<file path="src/rtl/updown_mod_counter.sv">
// Parametrised up/down modulo counter with enable, clamped parallel load and terminal count.
// Optional sticky wrap flag: define UPDOWN_MOD_COUNTER_WRAP_FLAG_EN to build wrap_seen as a register.
module updown_mod_counter #(
    parameter int WIDTH   = 3,
    parameter int MAX     = 7,
    parameter int RST_VAL = 0
) (
    input  logic             clk,
    input  logic             rst,
    input  logic             en,
    input  logic             up,
    input  logic             load,
    input  logic [WIDTH-1:0] load_val,
    output logic [WIDTH-1:0] q,
    output logic             tc,
    output logic             wrap_seen
);

    localparam logic [WIDTH-1:0] MAX_V = WIDTH'(MAX);
    localparam logic [WIDTH-1:0] RST_V = WIDTH'(RST_VAL);

    logic [WIDTH-1:0] r_q;
    logic             w_at_max;
    logic             w_at_zero;
    logic             w_tc;
    logic [WIDTH-1:0] w_load_q;
    logic [WIDTH-1:0] w_count_q;

    // Loads above the modulus saturate so q can never leave 0..MAX.
    function automatic logic [WIDTH-1:0] clamp_load(input logic [WIDTH-1:0] v);
        return (v > MAX_V) ? MAX_V : v;
    endfunction

    // Wrap uses explicit compares, so non-power-of-two moduli work.
    function automatic logic [WIDTH-1:0] next_count(input logic [WIDTH-1:0] cur,
                                                    input logic             dir_up);
        if (dir_up)
            return (cur == MAX_V) ? '0 : cur + WIDTH'(1);
        else
            return (cur == '0) ? MAX_V : cur - WIDTH'(1);
    endfunction

    assign w_at_max  = (r_q == MAX_V);
    assign w_at_zero = (r_q == '0);
    assign w_tc      = en & ~rst & ~load & ((up & w_at_max) | (~up & w_at_zero));
    assign w_load_q  = clamp_load(load_val);
    assign w_count_q = next_count(r_q, up);

    always_ff @(posedge clk) begin
        if (rst)
            r_q <= RST_V;
        else if (load)
            r_q <= w_load_q;
        else if (en)
            r_q <= w_count_q;
    end

`ifdef UPDOWN_MOD_COUNTER_WRAP_FLAG_EN
    logic r_wrap_seen;

    always_ff @(posedge clk) begin
        if (rst || load)
            r_wrap_seen <= 1'b0;
        else if (w_tc)
            r_wrap_seen <= 1'b1;
    end

    assign wrap_seen = r_wrap_seen;
`else
    assign wrap_seen = 1'b0;
`endif

    assign q  = r_q;
    assign tc = w_tc;

endmodule

</file>
<file path="config.mk">
export PLATFORM = sky130hd
export DESIGN_NAME = updown_mod_counter
export DESIGN_NICKNAME = d
export VERILOG_FILES = /design/src/rtl/updown_mod_counter.sv
export SDC_FILE = /design/constraint.sdc
export NUM_CORES = 1
export LEC_CHECK = 0
export CORE_AREA = 2 2 39 41
export CTS_CLUSTER_SIZE = 16
export DETAILED_ROUTE_END_ITERATION = 7
export DIE_AREA = 0 0 41 43
export MAX_ROUTING_LAYER = met4
export SYNTH_ARGS = -nofsm -noshare
export SYNTH_HDL_FRONTEND = slang
export SYNTH_SLANG_ARGS = --single-unit
</file>
<file path="constraint.sdc">
create_clock -name clk -period 2.2 [get_ports clk]
set_input_delay 0.44 -clock clk [delete_from_list [all_inputs] [get_ports clk]]
set_output_delay 0.44 -clock clk [all_outputs]
set_load 0.01 [all_outputs]
</file>
* Word-level counts from Yosys, hierarchy flattened
Index checks and enable logic that the tools add are counted.
** Word-level totals
- Flip-flop bits (word level) :: 3
- Output and inout port bits :: 5
** Cells by class
- $add $sub $neg :: 2
- Order comparisons :: 1
- Equal/unequal tests :: 1
- Muxes and demuxes :: 6
- Bitwise gates (word level) :: 9
- Reductions and logical operators :: 2
** Operators with widths (count)
- $mux 3 :: 6
- $and 1x1->1 :: 5
- $add 3x1->3 const B :: 1
- $eq 3x3->1 const B :: 1
- $gt 3x3->1 const B :: 1
- $logic_not 3->1 :: 1
- $not 1->1 :: 3
- $sub 3x1->3 const B :: 1
- $reduce_bool 2->1 :: 1
- $or 1x1->1 :: 1

* Longest topological paths before layout
- Depth in word-level cells :: 5
- Mapped depth :: 5

* Worst setup path before layout
Ideal clock, no wire load.
- Kind :: register to output
- From :: register r_q[0], in the netlist q[0]
- To :: output tc
- Data arrival time :: 1.083 ns
- Slack :: 0.677 ns
- Stages on the path, launching flop included :: 5
- Path buffers :: 0
- Cell sequence :: dfxtp_1 ha_1 ha_1 and2_1 o21a_1
** Between the ends
- Cells in the longest elaborated chain, start to end :: 4
- Elaborated cells between the ends (all ways) :: 6
- Those cells by class :: 1 x eq/ne; 4 x bitwise; 1 x reduce/logical
** Ends and longest elaborated chain
- start, declared :: line 22 : logic [WIDTH-1:0] r_q;
- start signal, assigned :: line 53 : r_q <= w_load_q;
- start signal, assigned :: line 55 : r_q <= w_count_q;
- $eq 3x3->1 or $logic_not 3->1 (tied branches) :: line 43, 44
- $and 1x1->1 :: line 45 : assign w_tc = en & ~rst & ~load & ((up & w_at_max) | (~up & w_at_zero));
- $or 1x1->1 (*) :: line 45
- $and 1x1->1 (*) :: line 45
- end, declared :: line 15 : output logic tc,
Mark *: on every way between the ends. The rest lies on a longest branch, timed or not.

* Worst setup path after layout
Same ends and word-level chain as after synthesis.

==> metrics <==
worst reg2reg path depth=5; most common library cells after synthesis=inv_1 (6), a21oi_1 (5), ha_1 (4); clock skew=about 0.0026 ns; Die Area=~1800 um2; Buffers on Ports=11; min-delay src=q[0]; status=finished, final reports clean; most common cell in the netlist=inv_1; GRT overflow=0; Pre-Repair DR Iteration Count=2; synth top area cells=dfxtp_1 (21%), ha_1 (17%), a21oi_1 (8.6%); via count=302; Die Ht=43 um; initial antenna violation count=0; Hold Path Sink=q[0]; drt wl/cell=8.80 um; Clock Tree Root=clkbuf_4; WS Path Type=reg -> out; Placed Cells incl. Taps=66; Mapped Area=just under 300 um2; max reg flops=3; die width=41 um; syn_nets=48; Worst R2R Setup Slack=0.80 ns; Post-synth EDFFs=0; crit path max fanout=5; final instance area=roughly 470 um2; Power Total=0.231 mW; Synth top area share=0.207; post-route ant nets=0; FP Rows=14; Reg clk slew, reported paths=0.04 ns; Seq cells post-synth=3; launching point of the worst reg2reg path=q[0]; Worst EP required=1.76 ns; DRT Wirelength=roughly 620 um; clock tree buffer depth=2; fin crit share=0.918; Crit path arrival time=1.58 ns; nets=67; r2r endpoint=q[2]; Critical Path Start Type=flip-flop; min Tclk post-route=2.02 ns; Slew Limit Fails=0; pwr dens=between 400 and 500 nW/um2; area grow syn2layout=62.9%; Tot GR Track Use=0.0895; Yosys top cell by area=dfxtp_1; Initial Utilization=0.210; Inserted Clock Buffers=3; # resized after CTS=2; Main synth FF type=dfxtp_1; Setup violations, final=0; largest net degree at the start of global routing=8; final hold violations=0; first-pass GRT wire length=993 um; distinct cell type count of the synthesized netlist=20; hold slack=0.600 ns; RSZ-0062 raised after global routing=no; Diodes inserted=0; CTS sink cnt=3; max-cap viol count=0; syn_area_per_cell=between 8 and 9 um2; dpl hpwl=511 um; Via density=4.31; Async SR Flop Fraction=0; Finished Core Util=0.342; post-synthesis sequential area ratio=0.207; routability cong.=around 0.7; worst skew pair latency=0.23 ns; crit end category=primary output; Max Freq=495 MHz; hold buffer count at cts=0; IR drop worst, VDD=0.278 mV; DRC Markers=0; layout cells sized above 1=0.204; 1st-iter DRT viols=1; post-place instance area=443 um2; Post-CTS Setup Repair Bufs=0; core area=1380 um2; worst hold path class=reg -> reg; vias in the first global route=256; Cell Count, Final, Fillers Out=70; WHS Path Cells=2; CTS tree=built; IO Pins=13; Post-Synthesis Cells=36; P_leak=0.211 nW; Synthesis Warnings=0; CTS H-tree lvls=1
-- metal layers --
layer | part of all wire | up-vias | GRT usage | wire (um)
li1 | - | 162 | - | -
met1 | 0.45 | 128 | 0.0997 | 275
met2 | 0.47 | 10 | 0.119 | 288
met3 | 0.057 | 2 | 0.0314 | 35
met4 | 0.028 | 0 | 0.0800 | 17
met5 | 0 | - | - | 0
-- logic make-up after synthesis --
group / Yosys count / share of synthesized area
and+or+nand+nor: 9 / 0.224
adders and majority gates: 4 / 0.172
DFF: 3 / 0.207
other: 1 / 0.0129
AOI/OAI and AO/OA: 12 / 0.280
buffers and inverters: 7 / 0.103
-- worst max-delay path by stage --
stage / startpoint / to / slack, ns
finish: q[0] / tc / 0.18
global route: q[0] / tc / 0.06
CTS: q[0] / tc / 0.15
detailed placement: en / tc / -0.11
global placement: en / tc / -0.10
floorplan: q[0] / tc / 0.68
-- metrics by stage --
stage	worst slack, ns	setup TNS (ns)
6_report	0.180	0
2_1_floorplan	0.677	0
5_1_grt	0.0626	0
4_1_cts	0.153	0
3_3_place_gp	-0.101	-0.101
3_5_place_dp	-0.111	-0.111
-- placed cells by master, fill, tap and decap left out, types with 2 or more instances in the layout --
| master | instances |
|---|---|
| o21ai_0 | 2 |
| dfxtp_1 | 3 |
| a21oi_1 | 5 |
| inv_1 | 6 |
| buf_4 | 4 |
| nor3b_2 | 2 |
| clkdlybuf4s50_1 | 10 |
| clkbuf_4 | 3 |
| ha_1 | 4 |
-- cell type report --
cell class	count	area, um2
Sequential cell	3	60.1
Multi-Input combinational cell	26	205
Tap cell	16	20.0
Fill cell	152	911
Timing Repair Buffer	15	139
Clock buffer	4	26.3
Inverter	6	22.5
-- critical path, stage by stage (launching register included) --
cell and delay [ns]:
dfxtp_1 0.34, ha_1 0.22, ha_1 0.20, and2_1 0.14
o21a_1 0.17, dlygate4sd2_1 0.27
-- power by group --
group	internal [mW]	switching [mW]
clock network	0.0679	0.0276
logic	0.0419	0.0283
registers	0.0594	0.00577
Power figures use the tool's default switching activity.
